$ cat config.mk
export PLATFORM = sky130hd
export DESIGN_NAME = qam16_hard_slicer
export DESIGN_NICKNAME = d
export VERILOG_FILES = /design/src/rtl/qam16_hard_slicer.sv
export SDC_FILE = /design/constraint.sdc
export NUM_CORES = 1
export LEC_CHECK = 0
export CAP_MARGIN = 20
export CORE_MARGIN = 1.5
export CORE_UTILIZATION = 47
export DETAILED_ROUTE_END_ITERATION = 8
export HOLD_SLACK_MARGIN = 0.15
export PLACE_DENSITY_LB_ADDON = 0.1
export SETUP_SLACK_MARGIN = 0.5
export SKIP_LAST_GASP = 1
export SYNTH_ARGS = -nofsm -noshare
export SYNTH_HDL_FRONTEND = slang
export SYNTH_SLANG_ARGS = --single-unit
$ cat constraint.sdc
create_clock -name dclk -period 1.8 [get_ports dclk]
set_input_delay 0.36 -clock dclk [delete_from_list [all_inputs] [get_ports dclk]]
set_output_delay 0.36 -clock dclk [all_outputs]
set_load 0.01 [all_outputs]
$ cat src/rtl/qam16_hard_slicer.sv
// qam16_hard_slicer: slices 16-QAM I/Q samples to Gray nibbles, packs byte pairs into the demapper FIFO
module qam16_hard_slicer #(
  parameter int IQ_W   = 8,
  parameter int THRESH = 32,
  parameter int CNT_W  = 16
) (
  input  logic                   dclk,
  input  logic                   reset,
  input  logic                   sym_valid,
  input  logic signed [IQ_W-1:0] i_in,
  input  logic signed [IQ_W-1:0] q_in,
  input  logic                   write_enable,
  input  logic                   wfull,
  output logic [7:0]             wdata,
  output logic                   wreq,
  output logic [CNT_W-1:0]       sym_count,
  output logic [CNT_W-1:0]       drop_count
);
  localparam logic signed [IQ_W:0] TH  = (IQ_W+1)'(THRESH);
  localparam logic signed [IQ_W:0] NTH = -TH;
  function automatic logic [1:0] slice(input logic signed [IQ_W:0] x);
    return (x >= TH) ? 2'b10 : !x[IQ_W] ? 2'b11 : (x >= NTH) ? 2'b01 : 2'b00;
  endfunction
  logic signed [IQ_W:0] w_ix, w_qx;
  logic [3:0]           w_nib, r_nib, r_high;
  logic                 r_s1_valid, r_half, w_accept, w_write, w_drop;
  assign w_ix     = {i_in[IQ_W-1], i_in};
  assign w_qx     = {q_in[IQ_W-1], q_in};
  assign w_nib    = {slice(w_ix), slice(w_qx)};
  assign w_accept = sym_valid & write_enable;
  assign w_write  = r_s1_valid & r_half & !wfull;
  assign w_drop   = r_half & (r_s1_valid ? wfull : !write_enable);
  // stage 1: accept and slice a symbol while the controller is in receive mode
  always_ff @(posedge dclk or negedge reset)
    if (!reset) begin
      r_s1_valid <= 1'b0;
      r_nib      <= '0;
      sym_count  <= '0;
    end else begin
      r_s1_valid <= w_accept;
      if (w_accept) begin
        r_nib     <= w_nib;
        sym_count <= sym_count + CNT_W'(1);
      end
    end
  // stage 2: pair nibbles into bytes; a partial byte is abandoned when receive mode ends
  always_ff @(posedge dclk or negedge reset)
    if (!reset) begin
      r_half <= 1'b0;
      r_high <= '0;
      wdata  <= '0;
      wreq   <= 1'b0;
    end else begin
      wreq   <= w_write;
      r_half <= r_s1_valid ? !r_half : r_half & write_enable;
      if (r_s1_valid & !r_half) r_high <= r_nib;
      if (w_write) wdata <= {r_high, r_nib};
    end
  // saturating count of bytes lost to a full FIFO or to end of receive mode
  always_ff @(posedge dclk or negedge reset)
    if (!reset) drop_count <= '0;
    else if (w_drop && drop_count != '1) drop_count <= drop_count + CNT_W'(1);
endmodule
==> metrics.md, run 1 <==
| Metric | Value |
|---|---|
| Total core area | `4440 µm²` |
| Clk slew on worst S/H paths | `0.09 ns` |
| CTS Buf Count | `5` |
| Worst-path maximum fanout | `3` |
| Drt first pass iters | `6` |
| Req. time, crit path | `2.03 ns` |
| Fmax | `0.612 GHz` |
| Via count | `2027` |
| Most frequent cells in the layout | `54 x buf_4, 43 x dfrtp_1, 37 x nand2_1, 35 x buf_6, 16 x xor2_1` |
| Outcome | `finished clean` |
| Cell taking the most area after synthesis | `dfrtp_1` |
| Pwr Density | `998 nW/µm²` |
| Die X | `71.8 µm` |
| Critical path launch point type | `flip-flop` |
| Tot Pwr | `3670 µW` |
| Clk_skew | `0.00898 ns` |
| Vias in the first global route | `1875` |
| CTS tree | `done` |
| I/O Buffers | `51` |
| Ports | `62` |
| CP max stage delay | `0.40 ns` |
| Slew of the pin with the lowest slew margin | `0.460 ns` |
| Root buf cell | `clkbuf_8` |
| Seq/Total Area, Yosys | `57.3%` |
| Max-Cap Viols | `0` |
| First-pass GRT wire length | `8.86 mm` |
| Hold depth | `2` |
| Layout cells sized above 1 | `51.2%` |
| # fillers | `262` |
| Final nets | `356` |
| Worst EP arrival | `1.86 ns` |
| Fin. max-slew vios | `0` |
| Vias per Instance | `5.25` |
| CP max stage cell | `dfrtp_2` |
| Cells along the critical path | `ha_4, and4_4, o2111ai_4, buf_6, nor4b_4, xor2_1` |
| Cell depth of the worst flop-to-flop path | `6` |
| Worst-skew pair later-pin latency | `0.30 ns` |
| Synthesized net count | `220` |
| Unrepaired setup endpoints after global routing | `yes` |
| Final worst path period need | `1.63 ns` |
| GRT Resource Usage Total | `22.2%` |
| Worst Hold Class | `reg -> reg` |
| Synth top area cells | `dfrtp_1 57%, nand2_1 6.4%, xor2_1 6.3%, xnor2_1 4.3%, nand3_1 3.1%` |
| Core Rows | `24` |
| Commonest non-fill, non-tap cell in the layout | `buf_4` |
| Worst relative slew slack | `69.1%` |
| Post-DR wirelength/cell | `15.8 µm` |
| Area share of the largest cell type after synthesis | `57.3%` |
| Die area | `5160 µm²` |
| Post-Route WL | `6.11 mm` |
| Setup violators final | `0` |
| DPL Wire Length | `3.08 mm` |
| Grt ovf | `0` |
| Flops & latches, synth | `51` |
| Largest net degree at the start of global routing | `52` |
| Syn_area_per_cell | `11.3 µm²` |
| Synth Warn # | `0` |
| Netlist cell types | `35` |
| Antenna violations before repair | `0` |
| Die height | `71.8 µm` |
| Starting Density | `50.1%` |
| DRT iter0 DRCs | `96` |
| Hold Violations, Final | `0` |
| Post-Synthesis Cells | `197` |
| Synth Cell Area | `2230 µm²` |
| Area grow syn2layout | `65.3%` |
| CTS Sinks | `51` |
| DRC | `0` |
| Final Cycle Share | `90.7%` |
| Clk buf depth | `2` |
| Crit. End Element | `flip-flop` |
| GPL Wtd Cong | `0.742` |
| Final core occ | `82.9%` |
| Detail Route Antenna Nets | `0` |
| Number of diodes | `0` |
| Critical setup path kind | `reg -> reg` |
| Max rail drop VDD | `0.884 mV` |
| CTS H-tree depth | `2` |
| Leak | `0.00186 µW` |
-- worst paths after layout --
kind / start / end / slack (ns)
min in group asynchronous: reset / drop_count[15] / 0.57
max reg2reg: drop_count[0] / drop_count[14] / 0.17
max: drop_count[0] / drop_count[14] / 0.17
max in group asynchronous: reset / sym_count[3] / 0.98
min reg2reg: r_high[2] / wdata[6] / 0.47
min: r_high[2] / wdata[6] / 0.47
-- synth_stat cells --
cell / number
or2_4: 1
nor2_2: 1
or3_1: 2
mux2_2: 6
o21ai_0: 3
nand4_4: 1
nand3_1: 14
inv_1: 2
mux2i_1: 1
a2bb2oi_1: 1
clkinv_1: 2
nand3b_1: 1
nor3b_1: 1
nor4b_1: 1
and2_4: 1
and3_1: 4
nor2_1: 10
nand2b_1: 1
ha_1: 2
nor4_4: 1
nand2_1: 38
xnor2_1: 11
a31oi_1: 2
dfrtp_1: 51
mux2_4: 1
nor4b_2: 1
nor4_1: 2
xor2_1: 16
o211ai_1: 1
o21ai_1: 1
nor4_2: 3
nand4_1: 5
o2111ai_1: 1
and4_1: 1
nor3_1: 7
-- registers in the layout (all words and copies together), names as in the netlist --
signal,count
wreq,1
r_high,4
r_half,1
wdata,8
sym_count,16
r_s1_valid,1
r_nib,4
drop_count,16
-- metal layers --
metal  vias to the layer above  GRT usage (%)  routed length (µm)
li1                        956              -                   -
met1                       998           30.0                2500
met2                        63           35.6                3280
met3                        10           4.64                 250
met4                         0           8.39                  82
met5                         -              0                   0
-- timing repair --
action,CTS,global route
pin swaps,17,22
endpoints found under the setup margin,72,68
buffers inserted,42,21
hold endpoints to repair,51,0
hold buffers,1,0
resized for setup,149,70
-- power breakdown --
group	switching, µW	internal (µW)
clock	359	274
sequential	204	1370
combinational	585	879
-- through the flow --
step | instance area, µm² | hold slack [ns] | std cells | TNS, ns | setup slack (ns)
finish | 3680 | 0.472 | 386 | 0 | 0.167
detailed placement | 2940 | 0.374 | 314 | -0.745 | -0.136
floorplan | 2250 | 0.0644 | 197 | 0 | 0.134
CTS | 3450 | 0.472 | 365 | 0 | 0.200
global placement | 2940 | 0.367 | 314 | -0.470 | -0.112
global route | 3680 | 0.506 | 386 | 0 | 0.113
-- worst max-delay path: cells and delay by family (launching register included) --
kind	cells	cell delay (ns)
fa+ha+maj	1	0.15
buf+inv	1	0.16
xor+xnor	1	0.19
flops	1	0.40
simple gates	2	0.52
compound gates	1	0.14
-- final cells by class --
type	count	area (µm²)	area share, %
clock buffers	7	76.3	2.07
clock inverters	1	5.00	0.136
flip-flops and latches	51	1290	34.9
well taps	52	65.1	1.77
repair buffers	129	1080	29.4
multi-input cells	142	1150	31.2
inverters	4	18.8	0.510
-- kinds of logic after synthesis --
family	share of synthesized area, %
AO/OA/AOI/OAI	2.58
multiplexers	4.16
flip-flops	57.3
AND/OR/NAND/NOR	23.5
buffers and inverters	0.674
XOR/XNOR	10.6
adder cells (fa/ha/maj)	1.12
No activity file was read; power rests on OpenSTA's default activity.
==> inputs of run 2 (changes only) <==
--- a/config.mk
+++ b/config.mk
@@ -6,7 +6,6 @@
 export NUM_CORES = 1
 export LEC_CHECK = 0
 export CAP_MARGIN = 20
-export CORE_MARGIN = 1.5
 export CORE_UTILIZATION = 47
 export DETAILED_ROUTE_END_ITERATION = 8
 export HOLD_SLACK_MARGIN = 0.15
==> run 2 against run 1 <==
Net effect: the run now ends with design-rule violations left; sequential share of layout area increased by 1.1 points; critical endpoint is now drop_count[6]; core utilization is 2.4 points lower; clock-buffer cell count decreased by 1; clock skew down 0.0026 ns; flip-flop and latch count unchanged; via count fell by 0.79%; first-iteration DRC count up 33%; global-route usage grew 1.3 points; highest routed layer unchanged; cell count is 1.0% lower; setup slack lost 0.044 ns; die area fell by 2.8%; hold slack improved by 0.0028 ns.
==> metrics.md, run 2 (synthesis results as in run 1) <==
| Metric | Value |
|---|---|
| Outcome | `finished with violations` |
| Failing checks | `design-rule violations` |
| Commonest non-fill, non-tap cell in the layout | `buf_4` |
| Most frequent cells in the layout | `56 x buf_4, 42 x dfrtp_1, 36 x nand2_1, 24 x buf_6, 18 x buf_2` |
| Worst relative slew slack | `63.3% (-5.8 points)` |
| Final nets | `352 (-1.1%)` |
| Root buf cell | `clkbuf_8` |
| Crit. End Element | `flip-flop` |
| R2R setup slack | `0.12 ns (-0.04 ns)` |
| DRT iter0 DRCs | `128 (+33%)` |
| CTS H-tree depth | `2 (unchanged)` |
| Largest regs | `drop_count x16, sym_count x16, wdata x8` |
| Final Cycle Share | `93.2% (+2.5 points)` |
| Vias per Instance | `5.26 (+0.25%)` |
| GPL Wtd Cong | `0.727 (-2.0%)` |
| Post-Route WL | `5.96 mm (-2.5%)` |
| Largest net degree at the start of global routing | `38 (-27%)` |
| GRT Resource Usage Total | `23.5% (+1.3 points)` |
| Gate power share | `35.5% (-4.4 points)` |
| Die height | `70.8 µm (-1.4%)` |
| Worst Setup SP | `drop_count[1]` |
| DRC | `4 (+4)` |
| Min-delay src | `r_high[0]` |
| Ports | `62 (unchanged)` |
| Final setup margin | `0.123 ns (-0.0442 ns)` |
| Total negative setup slack | `0 ns (unchanged)` |
| Core Rows | `24 (unchanged)` |
| Reg2reg end | `drop_count[6]` |
| Post-DR wirelength/cell | `15.6 µm (-1.5%)` |
| Worst Hold Class | `reg -> reg` |
| # fillers | `259 (-1.1%)` |
| Number of diodes | `0 (unchanged)` |
| Cells along the critical path | `ha_4, nand4_1, nor4_4, buf_4, nor3_1, xor2_1` |
| Antenna violations before repair | `0 (unchanged)` |
| Final instance area | `3580 µm² (-2.9%)` |
| Grt ovf | `0 (unchanged)` |
| Fmax | `0.596 GHz (-2.6%)` |
| Hold depth | `2 (unchanged)` |
| CP max stage cell | `dfrtp_1` |
| Post-DP Area | `2930 µm² (-0.26%)` |
| Critical setup path kind | `reg -> reg` |
| Die X | `70.8 µm (-1.4%)` |
| CTS Sinks | `51 (unchanged)` |
| Detail Route Antenna Nets | `0 (unchanged)` |
| Worst-skew pair later-pin latency | `0.31 ns (about the same)` |
| Placement Setup Slack | `-0.201 ns (-0.0646 ns)` |
| CTS Buf Count | `5 (unchanged)` |
| Area grow syn2layout | `60.6%` |
| Worst-path maximum fanout | `3 (unchanged)` |
| Final worst path period need | `1.68 ns (+0.0442 ns)` |
| Pwr Density | `1040 nW/µm² (+4.2%)` |
| Cell depth of the worst flop-to-flop path | `6 (unchanged)` |
| I/O Buffers | `51 (unchanged)` |
| Clk buf depth | `2 (unchanged)` |
| Tot Pwr | `3720 µW (+1.3%)` |
| Internal cell power | `2590 µW (+2.4%)` |
| Slew of the pin with the lowest slew margin | `0.547 ns (+0.0873 ns)` |
| Max-Cap Viols | `0 (unchanged)` |
| Leak | `0.00183 µW (-1.3%)` |
| Starting Density | `50.1% (unchanged)` |
| Via count | `2011 (-0.79%)` |
| Die area | `5020 µm² (-2.8%)` |
| Worst hold endpoint | `wdata[4]` |
| Drt first pass iters | `6 (unchanged)` |
| CP max stage delay | `0.39 ns (about the same)` |
| Setup violators final | `0 (unchanged)` |
| Req. time, crit path | `1.98 ns (-0.05 ns)` |
| Clk_skew | `0.00641 ns (-0.00257 ns)` |
| Max rail drop VDD | `0.817 mV (-7.5%)` |
| Clk slew on worst S/H paths | `0.09 ns (about the same)` |
| Hold Violations, Final | `0 (unchanged)` |
| CTS tree | `done` |
| Vias in the first global route | `1870 (-0.27%)` |
| RR Startpoint | `drop_count[1]` |
| DPL Wire Length | `3.09 mm (+0.52%)` |
| Layout cells sized above 1 | `52.1% (+0.92 points)` |
| First-pass GRT wire length | `9.05 mm (+2.1%)` |
| Sequential share of power | `42.1% (-0.8 points)` |
| Total core area | `4440 µm² (unchanged)` |
| Unrepaired setup endpoints after global routing | `yes` |
| Critical path launch point type | `flip-flop` |
| Sw frac | `30.5% (-0.74 points)` |
| Clock Power Share | `22.4% (+5.2 points)` |
| Worst EP arrival | `1.86 ns (about the same)` |
| Sw power | `1140 µW (-1.1%)` |
| Fin. max-slew vios | `0 (unchanged)` |
[run 2: cell count changes in the layout (fill, tap and decap cells not counted), moves of 2 or more]
cell	delta
nor4b_4	-2
buf_6	-11
clkdlybuf4s15_1	-2
buf_2	+6
buf_4	+2
nor3_1	+3
nor4_4	-2
clkbuf_1	-2
nor3_2	-4
nor4b_2	+2
[run 2: cell type report]
class | count | area (µm²) | share of cell area [%]
clock buffer | 6 | 82.6 | 2.31
clock inverter | 2 | 35.0 | 0.979
inverter | 4 | 17.5 | 0.490
multi-input combinational | 142 | 1100 | 30.8
sequential | 51 | 1290 | 36.0
tap | 52 | 65.1 | 1.82
timing repair buffer | 125 | 987 | 27.6
[run 2: worst max-delay path: cells and delay by family, from the launching register on]
kind          cells  cell delay [ns]
xor+xnor          1             0.16
fa+ha+maj         1             0.16
buf+inv           1             0.19
flops             1             0.39
simple gates      3             0.64
[run 2: layer usage]
layer,vias to the layer above,GRT usage (%),share of wire (%)
met5,-,0,0
met4,0,9.33,2.7
met3,17,5.84,4.5
met2,74,38.2,52
met1,969,30.4,40
li1,951,-,-
[run 2: worst max path at each step]
stage,end,slack [ns],cells past startpoint
final,drop_count[6],0.12,6
after global routing,drop_count[6],0.04,6
after CTS,drop_count[5],0.19,6
after detailed placement,drop_count[9],-0.20,5
after global placement,drop_count[1],-0.11,5
after floorplan,drop_count[1],0.13,5
[run 2: stage by stage]
step | utilization, % | cells | hold slack (ns)
detailed placement | 66.0 | 313 | 0.289
global route | 80.5 | 382 | 0.507
CTS | 79.2 | 371 | 0.476
global placement | 66.0 | 313 | 0.288
finish | 80.5 | 382 | 0.474
floorplan | - | 197 | 0.0644
[run 2: power by group through the flow]
stage / clock, µW / sequential [µW] / combinational [µW]
after floorplan: 0 / 1670 / 275
after global placement: 0 / 1600 / 852
after detailed placement: 0 / 1600 / 875
after CTS: 840 / 1550 / 1220
after global routing: 897 / 1590 / 1410
final: 834 / 1570 / 1320
[run 2: what timing repair did]
item,4_1_cts,5_1_grt
endpoints found under the hold margin,14,0
hold buffers,1,0
endpoints found under the setup margin,73,62
resized for setup,164,47
setup buffers,49,11
pin swaps,16,13
